$ cat src/rtl/alu_arbiter.sv
// Two-requester round-robin front end for a single shared combinational ALU.
// Each accepted operation is executed once, and its result is held on the response channel until it is consumed.
module alu_arbiter #(
    parameter logic RR_INIT = 1'b0
) (
    input  logic        clk,
    input  logic        rst_n,
    input  logic        req0_valid,
    output logic        req0_ready,
    input  logic [31:0] req0_a,
    input  logic [31:0] req0_b,
    input  logic [3:0]  req0_func,
    input  logic        req1_valid,
    output logic        req1_ready,
    input  logic [31:0] req1_a,
    input  logic [31:0] req1_b,
    input  logic [3:0]  req1_func,
    output logic [31:0] alu_a,
    output logic [31:0] alu_b,
    output logic [3:0]  alu_func,
    input  logic [31:0] alu_result,
    input  logic        alu_zero,
    output logic        rsp_valid,
    input  logic        rsp_ready,
    output logic        rsp_id,
    output logic [31:0] rsp_result,
    output logic        rsp_zero
);

    typedef enum logic [1:0] {IDLE, EXEC, RESP} state_t;

    state_t      state_q, state_d;
    logic        ptr_q, ptr_d;
    logic [31:0] a_q, a_d;
    logic [31:0] b_q, b_d;
    logic [3:0]  func_q, func_d;
    logic        id_q, id_d;
    logic [31:0] result_q, result_d;
    logic        zero_q, zero_d;
    logic        rsp_valid_q, rsp_valid_d;
    logic        grant_id;
    logic        accept;

    always_comb begin
        // The pointer only matters when both requesters are contending.
        grant_id   = (req0_valid && req1_valid) ? ptr_q : req1_valid;
        req0_ready = (state_q == IDLE) && req0_valid && !grant_id;
        req1_ready = (state_q == IDLE) && req1_valid && grant_id;
        accept     = req0_ready || req1_ready;

        state_d  = state_q;
        ptr_d    = ptr_q;
        a_d      = a_q;
        b_d      = b_q;
        func_d   = func_q;
        id_d     = id_q;
        result_d = result_q;
        zero_d   = zero_q;

        case (state_q)
            IDLE: begin
                if (accept) begin
                    state_d = EXEC;
                    a_d     = grant_id ? req1_a : req0_a;
                    b_d     = grant_id ? req1_b : req0_b;
                    func_d  = grant_id ? req1_func : req0_func;
                    id_d    = grant_id;
                end
            end
            EXEC: begin
                result_d = alu_result;
                zero_d   = alu_zero;
                state_d  = RESP;
            end
            RESP: begin
                if (rsp_ready) begin
                    state_d = IDLE;
                    ptr_d   = ~id_q;
                end
            end
            default: state_d = IDLE;
        endcase

        rsp_valid_d = (state_d == RESP);
    end

    always_ff @(posedge clk or negedge rst_n) begin
        if (!rst_n) begin
            state_q     <= IDLE;
            ptr_q       <= RR_INIT;
            a_q         <= '0;
            b_q         <= '0;
            func_q      <= '0;
            id_q        <= 1'b0;
            result_q    <= '0;
            zero_q      <= 1'b0;
            rsp_valid_q <= 1'b0;
        end else begin
            state_q     <= state_d;
            ptr_q       <= ptr_d;
            a_q         <= a_d;
            b_q         <= b_d;
            func_q      <= func_d;
            id_q        <= id_d;
            result_q    <= result_d;
            zero_q      <= zero_d;
            rsp_valid_q <= rsp_valid_d;
        end
    end

    assign alu_a      = a_q;
    assign alu_b      = b_q;
    assign alu_func   = func_q;
    assign rsp_valid  = rsp_valid_q;
    assign rsp_id     = id_q;
    assign rsp_result = result_q;
    assign rsp_zero   = zero_q;

endmodule

$ cat config.mk
export PLATFORM = sky130hd
export DESIGN_NAME = alu_arbiter
export DESIGN_NICKNAME = d
export VERILOG_FILES = /design/src/rtl/alu_arbiter.sv
export SDC_FILE = /design/constraint.sdc
export NUM_CORES = 1
export LEC_CHECK = 0
export CAP_MARGIN = 20
export CORE_MARGIN = 3
export CORE_UTILIZATION = 38
export DETAILED_ROUTE_END_ITERATION = 8
export PLACE_DENSITY = 0.81
export SETUP_SLACK_MARGIN = 0.3
export SKIP_CTS_REPAIR_TIMING = 1
export SLEW_MARGIN = 20
export SYNTH_ARGS = -nofsm -noshare
export SYNTH_HDL_FRONTEND = slang
export SYNTH_SLANG_ARGS = --single-unit
$ cat constraint.sdc
create_clock -name clk -period 1.9 [get_ports clk]
set_clock_uncertainty 0.1 [all_clocks]
set_input_delay 0.285 -clock clk [delete_from_list [all_inputs] [get_ports clk]]
set_output_delay 0.285 -clock clk [all_outputs]
set_load 0.02 [all_outputs]
==> results.txt <==
----------------------------------------------------
[Setup path]
  Req. time, crit path ... ~1.5 ns
  Worst Path Arrival ... roughly 1.4 ns
  Cell type group with the largest total delay on the critical path ... simple AND/OR/NAND/NOR gates
  Largest stage delay on the critical path ... 0.45 ns
  Cell at the slowest stage of the critical path ... dfrtp_2
  Largest fanout of any net on the critical path ... 5
  Type of the setup path with the least slack ... reg2out
  Worst Setup End Kind ... output pin
  Total buffers and inverters traversed by the critical path ... 1
  Element type at the critical path start ... register
  Worst-path cell chain ... or2_2 > nor2_2 > buf_2

[Power]
  Share of power burned in registers ... 0.284
  Net switching power ... 6.05 mW
  Switching share of power ... 0.417
  Fraction of power consumed by combinational cells ... 0.594
  Power share of the clock group ... 0.122
  Peak VDD IR ... between 0.7 and 0.8 mV
  Total power consumption of the routed design ... approximately 15 mW
  Pwr dens ... 1640 nW/µm²
  Leakage ... roughly 4.1 nW
  Internal power ... 8.45 mW

[Clock network]
  Clock-pin slew of the registers on the worst-case setup and hold paths ... 0.07 ns
  Clock H-tree levels ... 3
  Clock insertion delay at the later pin of the skew report ... approximately 0.35 ns
  Number of sinks on the clock net ... approximately 110
  Number of clock buffers inserted by TritonCTS ... 9
  Maximum buffer depth of the clock tree ... 2
  Clock tree from TritonCTS ... yes
  Root Buffer Master ... clkbuf_16

[Floorplan]
  Placement row count ... 40
  Die extent in x ... ~120 µm
  Effective utilization at floorplan ... 0.396
  Die Span Y ... around 120 µm
  I/O pin count ... approximately 280
  Std-Cell Core Area ... roughly 12,000 µm²
  Area enclosed by the die boundary ... about 14,000 µm²

[Cells and area]
  Fraction of final layout cells sized beyond drive strength 1 ... 0.148
  Final design instance area without fill ... between 8000 and 9000 µm²
  Commonest non-fill, non-tap cell in the layout ... clkdlybuf4s50_1
  Most frequent cells in the layout ... clkdlybuf4s50_1, dfrtp_1, dlymetal6s2s_1
  Count of nets after finishing ... roughly 930
  Total inserted antenna cells ... 0
  Layout overhead on the synthesized area ... 83.2%
  Fill cell count ... about 820

[Synthesis]
  Synth Register Bits ... 106
  Syn Area/Cell ... approximately 9.9 µm²
  Net Count, Synth ... 661
  Synthesized instance count ... 487
  Yosys cell types ... 20
  Yosys warning count ... 0
  Share of the yosys chip area belonging to registers ... 0.549
  Area of the mapped netlist ... around 4800 µm²

[Global route]
  Final global-route overflow total ... 0
  Wire length of the first global-routing pass ... approximately 29 mm
  Largest net degree at the start of global routing ... ~110
  Global-route usage over all layers ... 0.258
  Via count of the first global-routing pass ... between 5,000 and 6,000
  Initial antenna violation count ... 0

[STA]
  Worst-Margin Slew ... 0.582 ns
  Final Hold Violating Endpoints ... 0
  Number of pins exceeding their max-slew limit in the final report ... 0
  Fmax ... 551 MHz
  Final period demand of the worst path ... between 1.5 and 2 ns
  Worst rel slew slack ... 0.612
  Unrepaired setup endpoints after global routing ... true
  Count of endpoints failing setup in the final report ... 0
  Final worst path period share ... 0.955
  Final setup margin ... roughly 0.086 ns

[Place]
  Routability cong. ... a little over 0.8
  Area after DPL ... 7790 µm²
  Count of port buffers added during placement ... 278
  Post-DP HPWL ... roughly 13 mm
  Setup Slack @ Placement ... -0.199 ns

[Route]
  Detailed Route Iter0 Violations ... between 400 and 500
  Routed wire length per instance ... about 23 µm
  Average via count per standard cell ... approximately 5.8
  DR DRC count ... 0
  Number of vias after detailed routing ... approximately 5,400
  Total wirelength of the detailed-routed design ... roughly 22 mm
  Remaining number of nets flagged by the antenna check after routing ... 0
  Total iterations of the first detailed-routing run ... 5

[Min path]
  Type of the tightest min-delay check ... in2reg

[Run status]
  Status ... finished clean

[Flow run]
  Count of maximum capacitance violations ... 0

----------------------------------------------------
==> worst reg2reg max path, stage by stage, from the launching register on <==
cell       delay, ns
dfrtp_2         0.45
nor2_4          0.17
buf_6           0.13
buf_12          0.11
and2_4          0.25
clkbuf_16       0.21
a31oi_1         0.09
==> path summary, 6_finish.rpt <==
path / cells past startpoint / slack, ns / from / end
max reg2reg: 6 / 0.27 / state_q[1]$_DFF_PN0_ / alu_b[22]$_DFFE_PN0P_
max: 3 / 0.09 / state_q[1]$_DFF_PN0_ / req1_ready
max in group asynchronous: 3 / 0.81 / rst_n / rsp_result[5]$_DFFE_PN0N_
min: 3 / 0.22 / req1_valid / alu_a[9]$_DFFE_PN0P_
min reg2reg: 1 / 0.41 / rsp_result[14]$_DFFE_PN0N_ / rsp_result[14]$_DFFE_PN0N_
min in group asynchronous: 3 / 0.44 / rst_n / alu_b[17]$_DFFE_PN0P_
==> per-layer routing <==
metal / track usage / routed length [µm] / up-vias
li1: - / - / 2366
met1: 0.306 / 7760 / 2662
met2: 0.442 / 11100 / 354
met3: 0.0789 / 2070 / 49
met4: 0.0912 / 615 / 0
met5: 0 / 0 / -
==> registers in the layout (all words and copies together), names as in the netlist <==
register,flops
alu_a,32
alu_b,32
rsp_result,32
alu_func,4
state_q,2
ptr_q,1
rsp_id,1
rsp_valid,1
rsp_zero,1
==> power groups by stage <==
stage	logic (mW)	registers (mW)	clock network, mW
2_1_floorplan	2.39	5.40	0
3_3_place_gp	7.17	4.06	0
3_5_place_dp	7.34	4.14	0
4_1_cts	7.36	4.11	1.78
5_1_grt	9.05	4.23	1.87
6_report	8.62	4.12	1.77
==> metrics by stage <==
step | setup TNS, ns | util | hold WS (ns) | instances
floorplan | 0 | - | -0.111 | 487
global placement | -3.02 | 0.638 | 0.294 | 896
detailed placement | -6.01 | 0.638 | 0.303 | 896
CTS | -0.604 | 0.660 | -0.0740 | 912
global route | 0 | 0.725 | 0.227 | 932
finish | 0 | 0.725 | 0.223 | 932
==> logic make-up after synthesis <==
logic type / after synthesis / share of synthesized area
muxes: 33 / 0.0769
AOI/OAI and AO/OA: 209 / 0.235
and+or+nand+nor: 81 / 0.0852
DFF: 106 / 0.549
buffers and inverters: 58 / 0.0539
==> layout make-up <==
type                       count  area [µm²]  share of cell area
sequential                   106        2650               0.300
inverter                       1        3.75            0.000424
multi-input combinational    324        2110               0.239
tap                          168         210              0.0237
clock inverter                 5        40.0             0.00452
timing repair buffer         317        3600               0.406
clock buffer                  11         233              0.0263
==> cell usage after synthesis (all sizes together) <==
cell type  count  area share
a31oi         68       0.088
nand2b         3      0.0039
buf           15       0.020
clkbuf        42       0.033
mux2          33       0.077
nor2           2      0.0016
o2bb2ai        1      0.0018
o21ai         71       0.074
inv            1     0.00078
a21oi         69       0.071
nand3b         1      0.0016
nand3         68       0.070
and2           1      0.0013
or2            2      0.0026
dfrtp        106        0.55
nand2          3      0.0023
and2b          1      0.0016
No activity file was read; power rests on OpenSTA's default activity.
